[config.mk]
export PLATFORM = sky130hd
export DESIGN_NAME = instr_fetch_unit
export DESIGN_NICKNAME = d
export VERILOG_FILES = /design/src/rtl/instr_fetch_unit.sv
export SDC_FILE = /design/constraint.sdc
export NUM_CORES = 1
export LEC_CHECK = 0
export BUFFER_PORTS_ARGS = -buffer_cell sky130_fd_sc_hd__buf_2
export CAP_MARGIN = 10
export CORE_MARGIN = 1.5
export CORE_UTILIZATION = 35
export CTS_BUF_LIST = sky130_fd_sc_hd__clkbuf_8
export DETAILED_ROUTE_END_ITERATION = 10
export PLACE_DENSITY = 0.64
export SLEW_MARGIN = 10
export SYNTH_ARGS = -nofsm -noshare
export SYNTH_HDL_FRONTEND = slang
export SYNTH_SLANG_ARGS = --single-unit
[constraint.sdc]
create_clock -name clk -period 4.2 [get_ports clk]
set_input_delay 0.84 -clock clk [delete_from_list [all_inputs] [get_ports clk]]
set_output_delay 0.84 -clock clk [all_outputs]
set_load 0.02 [all_outputs]
[src/rtl/instr_fetch_unit.sv]
// Instruction fetch unit: fetch PC, credit-limited imem requests, prefetch FIFO, redirect flush.
// Build option IFU_BYPASS_EN: a response reaches instr_* combinationally when the FIFO is empty.

// Generic FIFO with synchronous flush; head is read combinationally from storage.
// Latency: a pushed entry is visible at the head the cycle after the push.
// Backpressure: none inside; the caller guarantees no push when full and no pop when empty.
module ifu_fifo #(
    parameter int WIDTH = 32,
    parameter int DEPTH = 4
) (
    input  logic                   core_clk,
    input  logic                   arst_n,
    input  logic                   flush,
    input  logic                   wr_vld,
    input  logic [WIDTH-1:0]       wr_dat,
    input  logic                   rd_rdy,
    output logic [WIDTH-1:0]       rd_dat,
    output logic [$clog2(DEPTH):0] count
);
    localparam int AW = $clog2(DEPTH);
    localparam int CW = AW + 1;

    logic [WIDTH-1:0] mem [DEPTH];
    logic [AW-1:0]    wr_ptr;
    logic [AW-1:0]    rd_ptr;

    assign rd_dat = mem[rd_ptr];

    always_ff @(posedge core_clk) begin
        if (wr_vld && !flush) begin
            mem[wr_ptr] <= wr_dat;
        end
    end

    always_ff @(posedge core_clk or negedge arst_n) begin
        if (!arst_n) begin
            wr_ptr <= '0;
            rd_ptr <= '0;
            count  <= '0;
        end else if (flush) begin
            wr_ptr <= '0;
            rd_ptr <= '0;
            count  <= '0;
        end else begin
            if (wr_vld) begin
                wr_ptr <= wr_ptr + AW'(1);
            end
            if (rd_rdy) begin
                rd_ptr <= rd_ptr + AW'(1);
            end
            count <= count + CW'(wr_vld) - CW'(rd_rdy);
        end
    end
endmodule

// Fetch stage ahead of the riscv datapath; owns fetch_pc and the prefetch queue.
// Latency: response to instr_valid 1 cycle (0 with IFU_BYPASS_EN and empty FIFO); redirect to new request 1 cycle.
// Backpressure: a request needs a free FIFO slot not already reserved by an outstanding request.
module instr_fetch_unit #(
    parameter int                 DATA_W     = 32,
    parameter logic [DATA_W-1:0]  RESET_PC   = '0,
    parameter int                 FIFO_DEPTH = 4
) (
    input  logic              clk,
    input  logic              reset,
    output logic              imem_req_valid,
    input  logic              imem_req_ready,
    output logic [DATA_W-1:0] imem_req_addr,
    input  logic              imem_rsp_valid,
    input  logic [DATA_W-1:0] imem_rsp_data,
    input  logic              redirect_valid,
    input  logic [DATA_W-1:0] redirect_pc,
    output logic              instr_valid,
    input  logic              instr_ready,
    output logic [DATA_W-1:0] instr_data,
    output logic [DATA_W-1:0] instr_pc
);
    localparam int                CW  = $clog2(FIFO_DEPTH) + 1;
    localparam logic [DATA_W-1:0] NOP = DATA_W'(32'h0000_0013);

    logic                run;
    logic [DATA_W-1:0]   fetch_pc;
    logic [DATA_W-1:0]   last_pc;
    logic [DATA_W-1:0]   rsp_pc;
    logic [DATA_W-1:0]   head_pc;
    logic [DATA_W-1:0]   head_data;
    logic [2*DATA_W-1:0] head_ent;
    logic [CW-1:0]       outstanding;
    logic [CW-1:0]       discard_cnt;
    logic [CW-1:0]       fifo_count;
    logic [CW-1:0]       pcq_count;
    logic [CW:0]         credit_used;
    logic                req_fire;
    logic                rsp_vld;
    logic                rsp_keep;
    logic                fifo_vld;
    logic                fifo_push;
    logic                fifo_pop;
    logic                byp;
    logic                consume;

    // Outstanding requests already own a FIFO slot, so the FIFO can never overflow.
    assign credit_used    = {1'b0, outstanding} + {1'b0, fifo_count};
    assign imem_req_valid = run && (credit_used < (CW+1)'(FIFO_DEPTH)) && !redirect_valid;
    assign imem_req_addr  = fetch_pc;
    assign req_fire       = imem_req_valid && imem_req_ready;

    // A beat with nothing in the PC side-queue belongs to a pre-reset request and is ignored.
    assign rsp_vld   = imem_rsp_valid && (pcq_count != '0);
    assign rsp_keep  = rsp_vld && (discard_cnt == '0) && !redirect_valid;
    assign fifo_vld  = (fifo_count != '0);
    assign head_pc   = head_ent[2*DATA_W-1:DATA_W];
    assign head_data = head_ent[DATA_W-1:0];

`ifdef IFU_BYPASS_EN
    assign byp = rsp_keep && !fifo_vld;
`else
    assign byp = 1'b0;
`endif

    assign instr_valid = fifo_vld || byp;
    assign consume     = instr_valid && instr_ready;
    assign fifo_push   = rsp_keep && !(byp && instr_ready);
    assign fifo_pop    = fifo_vld && instr_ready;

    always_comb begin
        instr_data = NOP;
        instr_pc   = last_pc;
        if (fifo_vld) begin
            instr_data = head_data;
            instr_pc   = head_pc;
        end else if (byp) begin
            instr_data = imem_rsp_data;
            instr_pc   = rsp_pc;
        end
    end

    ifu_fifo #(
        .WIDTH (DATA_W),
        .DEPTH (FIFO_DEPTH)
    ) u_pc_q (
        .core_clk (clk),
        .arst_n   (reset),
        .flush    (1'b0),
        .wr_vld   (req_fire),
        .wr_dat   (fetch_pc),
        .rd_rdy   (rsp_vld),
        .rd_dat   (rsp_pc),
        .count    (pcq_count)
    );

    ifu_fifo #(
        .WIDTH (2*DATA_W),
        .DEPTH (FIFO_DEPTH)
    ) u_pf_q (
        .core_clk (clk),
        .arst_n   (reset),
        .flush    (redirect_valid),
        .wr_vld   (fifo_push),
        .wr_dat   ({rsp_pc, imem_rsp_data}),
        .rd_rdy   (fifo_pop),
        .rd_dat   (head_ent),
        .count    (fifo_count)
    );

    always_ff @(posedge clk or negedge reset) begin
        if (!reset) begin
            run         <= 1'b0;
            fetch_pc    <= RESET_PC;
            last_pc     <= RESET_PC;
            outstanding <= '0;
            discard_cnt <= '0;
        end else begin
            run         <= 1'b1;
            outstanding <= outstanding + CW'(req_fire) - CW'(rsp_vld);
            if (redirect_valid) begin
                fetch_pc    <= redirect_pc & ~DATA_W'(3);
                discard_cnt <= outstanding - CW'(rsp_vld);
            end else begin
                if (req_fire) begin
                    fetch_pc <= fetch_pc + DATA_W'(4);
                end
                if (rsp_vld && (discard_cnt != '0)) begin
                    discard_cnt <= discard_cnt - CW'(1);
                end
            end
            if (consume) begin
                last_pc <= instr_pc;
            end
        end
    end
endmodule
; Word-level counts from Yosys, hierarchy flattened
; Memory sizes are Yosys's and may differ from the RTL's.
; Cells that the tools add are included.
[op_classes]
addsub = 14
order_cmp = 1
muxes = 15
n_reduce_logical = 18
[op_table]
columns = cell, count
row1 = 32-bit two-way mux, 4
row2 = 32-bit by 3-bit adder with 32-bit output (second input constant), 1
row3 = 3-bit by 1-bit subtractor with 3-bit output, 4
row4 = 3-bit by 1-bit adder with 3-bit output, 3
row5 = 1-bit logical AND, 9
row6 = 3-bit two-way mux, 3
row7 = 3-bit nonzero test, 3
row8 = 2-bit by 1-bit adder with 2-bit output (second input constant), 4
row9 = 2-bit two-way mux, 4
row10 = 2-bit nonzero test, 4
row11 = 3-bit by 3-bit adder with 4-bit output, 1
row12 = 4-bit by 3-bit less-than comparator with 1-bit output (second input constant), 1
row13 = 1-bit two-way mux, 4
row14 = 3-bit logical NOT, 1
row15 = 3-bit by 1-bit subtractor with 3-bit output (second input constant), 1
row16 = 1-bit logical NOT, 1
[totals]
register_bits = 85
ramBits = 384
inputBits = 70
elab_cells = 61
n_memories = 2
[memory_table]
columns = memory, depth, width, read_ports, rd_clocked_by_memory_dff, wr, line
row1 = u_pf_q.mem, 4, 64, 1, 0, 1, 23  ; logic [WIDTH-1:0] mem [DEPTH];
row2 = u_pc_q.mem, 4, 32, 1, 0, 1, 23

; Depth between registers and ports, before layout
[depth]
depth_word = 7
mapped_depth = 12

; By module
; A second synthesis with hierarchy kept.
[hier_totals]
cells_unflattened = 1062
area_unflattened_um2 = 19037.0
[by_module_without_submodules]
columns = module, n_inst, cells_each, area_per_inst_um2, seq_area_each_um2
row1 = ifu_fifo at u_pf_q, 1, 372, 9688.0, 7862.5
row2 = ifu_fifo at u_pc_q, 1, 205, 5092.4, 4018.9
row3 = instr_fetch_unit, 1, 485, 4256.6, 1726.7

; Worst setup path after synthesis
; No wires, ideal clock.
[synth_path]
path_type = input to register
from = input imem_rsp_valid
to = memory u_pf_q.mem[0][0] (netlist name) (enable)
setup_time_ps = 427
arrival_time_ps = 3000
t_required_ps = 3773
slack_ps = 773
stages = 5
path_buffers = 1
cell_sequence = o31ai_1 -> inv_1 -> and3_1 -> clkbuf_1 -> and3_1
[synth_between]
elab_chain_cells = 6
[synth_rtl]
columns = element, line
row1 = "start, declared", 69  ; input logic imem_rsp_valid,
row2 = 1-bit logical AND, 109  ; assign rsp_vld = imem_rsp_valid && (pcq_count != '0);
row3 = net rsp_vld, 94  ; logic rsp_vld;
row4 = 1-bit logical AND (2 in series), 110  ; assign rsp_keep = rsp_vld && (discard_cnt == '0) && !redirect_valid;
row5 = 1-bit logical AND, 30  ; if (wr_vld && !flush) begin
row6 = 1-bit two-way mux, 30
row7 = 1-bit two-way mux (not written as such), 31  ; mem[wr_ptr] <= wr_dat;
row8 = "end, declared", 23
; The timed path passes the listed nets, and every way through them passes these cells.

; Worst setup path after layout
[layout_path]
from = register u_pf_q.rd_ptr[0]
to = output instr_pc[14]
[layout_between]
elab_chain_cells = 2
[layout_rtl]
columns = element, line
row1 = "start, declared", 25  ; logic [AW-1:0] rd_ptr;
row2 = "start signal, assigned", 49  ; rd_ptr <= rd_ptr + AW'(1);
row3 = memory 4 x 64 bit, n/a
row4 = 32-bit two-way mux, 129  ; if (fifo_vld) begin
row5 = "end, declared", 76  ; output logic [DATA_W-1:0] instr_pc
; Every way passes these cells.

==> flow_results.org <==
** Run status
- Outcome :: finished clean

** Clock tree
- The clock reaches the later pin of the worst-skew pair after 0.63 ns.
- Buffer depth of the longest clock path :: 3
- Hold buffers post-CTS :: 0
- Depth of the CTS H-tree :: 3
- Buffers inserted during post-CTS setup optimization :: 0
- In this run, post-CTS repair resized a total of 0 instances.
- TritonCTS Buffers :: 78
- TritonCTS clock tree :: done
- Clock tree synthesis selected as its root buffer the cell clkbuf_8.
- Clock-pin slew was measured on the worst setup and hold paths at 0.06 ns.
- Number of sinks on the clock net :: 451

** Layout
- Storage cell area :: 13,100 um^2
- Count of filler cells inserted in the layout :: 4,626
- The library cell used most frequently in the layout, excluding fill and tap cells, is edfxtp_1.
- Area added between synthesis and finish :: 17.9%
- The net count of the finished layout is 1,319.
- In the final layout, the multi-input gates occupy 4600 um^2.
- Of the cells placed in the final design, the portion with a size suffix greater than 1 is 0.330.
- Diodes inserted :: 0
- Commonest non-fill, non-tap cells in the layout :: edfxtp_1 (368), buf_2 (162), nand2_1 (135), mux4_2 (92), clkbuf_8 (86)

** Logic synthesis
- Of the synthesized area, sequential elements account for 0.727.
- Of the post-synthesis cell area, the dominant cell type holds 0.612.
- Number of instances in the synthesized netlist :: 1,010
- Cell Area, Synth :: 18,000 um^2
- Leading cell types by total area after synthesis :: edfxtp_1 (61%), dfrtp_1 (12%), mux4_2 (11%)
- After synthesis, the mean cell area works out to 17.9 um^2.
- Warning count from the yosys run :: 0
- Top cell type by total area after synthesis :: edfxtp_1
- The netlist uses 55 different library cells.
- Number of synthesized register bits :: 451

** GRT
- The first global-routing pass estimated 57,500 um of wire.
- Across every metal layer, demand over resource in global routing totals 0.144.
- GR Overflow Total :: 0
- Initial antenna violation count :: 0
- The number of global-route vias before repair is 9,861.
- Entering global routing, the biggest net connects 65 pins.

** Setup path
- The setup check on the worst reg-to-reg path leaves a slack of 1.47 ns.
- In this run the worst setup path terminates at instr_pc[14].
- The worst register-to-register path begins at u_pf_q.count[1].
- Critical-path cell with the highest stage delay :: dfrtp_4
- Type of origin of the critical path :: register
- CP most frequent cell :: nand2_1
- Data arrives at the worst endpoint at 2.65 ns.
- Counting cells, the worst reg-to-reg path comes to 11.
- Critical path peak fanout :: 24
- In this run the critical register-to-register path is captured at u_pf_q.count[2].
- The signal on the critical path passes through buf_4, mux4_2, nand2_1, nand2_1, buf_2.
- Data on the critical path is required at its endpoint by 3.36 ns.
- The largest single stage delay on the critical path is 0.76 ns.
- Tracing the worst setup path back leads to its startpoint at u_pf_q.rd_ptr[0].
- Crit Path Category :: register to primary output
- Crit path capture type :: primary output

** STA
- Setup slack on the critical path of the routed design comes to 0.713 ns.
- At the pin with the least slew margin, the transition time is 1.07 ns.
- Final Hold Violating Endpoints :: 0
- In the finished design, the share of the clock period the worst path needs comes to 0.830.
- Number of pins exceeding their max-slew limit in the final report :: 0
- Slew Limit Headroom :: 0.285
- Setup repair after global routing left no endpoint under its margin.
- Number of setup violations in the final report :: 0
- The routed design could run at a clock period as short as 3.49 ns.
- For the final routed database, the setup TNS stands at 0 ns.
- For the final database, setup skew stands at 0.0211 ns.
- Timing would allow up to 287 MHz.

** Pwr
- Power spread over the standard cell area amounts to 653 nW/um^2.
- Across the VDD grid, the largest voltage drop is 0.337 mV.
- The analysis attributes to cell leakage a power of 7.72 nW.

** Placed design
- Half-perimeter wire length after placement :: 22,300 um
- Placement Setup Slack :: 1.15 ns
- Port Buffer Count :: 163
- Placer congestion estimate :: 0.764

** Route
- After the first detailed-routing iteration, the DRC count stood at 583.
- In the final routed layout, each cell accounts on average for 19.0 um.
- In this run the remaining antenna-violating nets after routing total 0.
- For this block, the via count after detailed routing is 9,540.
- In the routed design, unresolved DRC markers number 0.
- Detailed-route wire length :: 37,500 um
- Using the TritonRoute via totals, the vias-per-cell ratio works out to 4.85.
- Number of iterations in the first detailed-routing pass :: 7

** Floorplanning
- Die X-Extent :: 230 um
- Row generation in the floorplan step produced 83 rows.
- The region available for standard cell placement spans 51,100 um^2.
- For this configuration, the core starts out at a cell density of 0.353.
- During I/O placement, the number of pins put on the boundary was 168.
- From bottom edge to top edge, the die measures 230 um.
- Die Outline Area :: 52,900 um^2

** Run
- Maximum capacitance violations :: 0

** Min path
- Kind of path behind the tightest hold check :: input port to async pin
==> final cells by class <==
type	count	share of cell area
timing repair buffer	183	0.0491
clock inverter	58	0.0164
sequential	451	0.617
clock buffer	86	0.0556
tap	680	0.0400
inverter	28	0.00494
multi-input combinational	483	0.216
==> where the power goes <==
part | leakage, nW | switching (W) | internal (W) | total, W
registers | 4.32 | 0.000483 | 0.00545 | 0.00593
clock network | 0.885 | 0.00172 | 0.00213 | 0.00385
logic | 2.52 | 0.00242 | 0.00170 | 0.00412
total | 7.72 | 0.00462 | 0.00927 | 0.0139
==> how the worst min path moves through the flow <==
stage,cells past startpoint,end,start
after floorplan,1,last_pc[0],last_pc[0]
after global placement,1,last_pc[0],last_pc[0]
after detailed placement,1,last_pc[0],last_pc[0]
after CTS,1,imem_req_addr[11],reset
after global routing,1,imem_req_addr[11],reset
final,1,imem_req_addr[11],reset
==> per-layer routing <==
metal,vias to the layer above,share of wire,global-route usage
met2,248,0.48,0.230
met5,-,0,0
met1,4881,0.44,0.192
li1,4345,-,-
met4,0,0.021,0.0423
met3,66,0.053,0.0378
==> critical path, delay by kind of cell (launching register included) <==
kind          cells  cell delay [ns]
mux               1             0.54
buf+inv           2             0.53
simple gates      2             0.21
flops             1             0.76
==> through the flow <==
step	util	cell area, um^2	instances	hold WS (ns)	total power, W
after floorplan	-	18100	1011	0.444	0.00873
after global placement	0.386	19700	1825	0.463	0.0102
after global routing	0.416	21300	1969	0.350	0.0147
after detailed placement	0.386	19700	1825	0.463	0.0102
after CTS	0.416	21300	1969	0.332	0.0142
final	0.416	21300	1969	0.352	0.0139
==> registers in the layout, summed over array words and instances, names as in the netlist <==
signal and count:
u_pc_q.count 3, outstanding 3, u_pf_q.mem 248, u_pc_q.rd_ptr 2
u_pf_q.count 3, discard_cnt 3, u_pf_q.wr_ptr 2, imem_req_addr 30
u_pc_q.wr_ptr 2, u_pf_q.rd_ptr 2, run 1, last_pc 32
u_pc_q.mem 120
==> cell families (layout without fill, tap and decap cells) <==
logic type / after synthesis / in the layout / synth area share
adders and majority gates: 24 / 24 / 0.0179
xor gates and xnor gates: 20 / 20 / 0.00971
AOI/OAI and AO/OA: 62 / 62 / 0.0238
buffers and inverters: 77 / 355 / 0.0184
muxes: 124 / 124 / 0.135
and+or+nand+nor: 250 / 250 / 0.0679
DFF: 451 / 451 / 0.727
other: 2 / 3 / 0.000416
==> synthesized netlist by cell type (all sizes together) <==
cell type / n
conb: 2
nand4: 10
mux2: 30
a211o: 1
mux4: 92
and4: 2
a31o: 2
nor4: 6
o21ai: 19
or4: 2
xor2: 6
nor3: 6
edfxtp: 368
a21o: 3
fa: 3
inv: 28
a21oi: 5
clkbuf: 29
nand3: 12
and3: 11
or3: 3
o31ai: 3
and2: 41
or2: 5
a31oi: 2
ha: 21
mux2i: 2
xnor2: 14
o211ai: 13
nor2: 13
nand3b: 2
nand2: 136
a311oi: 1
dfrtp: 83
a32oi: 1
a221o: 3
o311ai: 7
dlygate4sd1: 1
o311a: 1
buf: 19
nor2b: 1
a41oi: 1
Note: power is estimated with default switching activity, not from simulation.
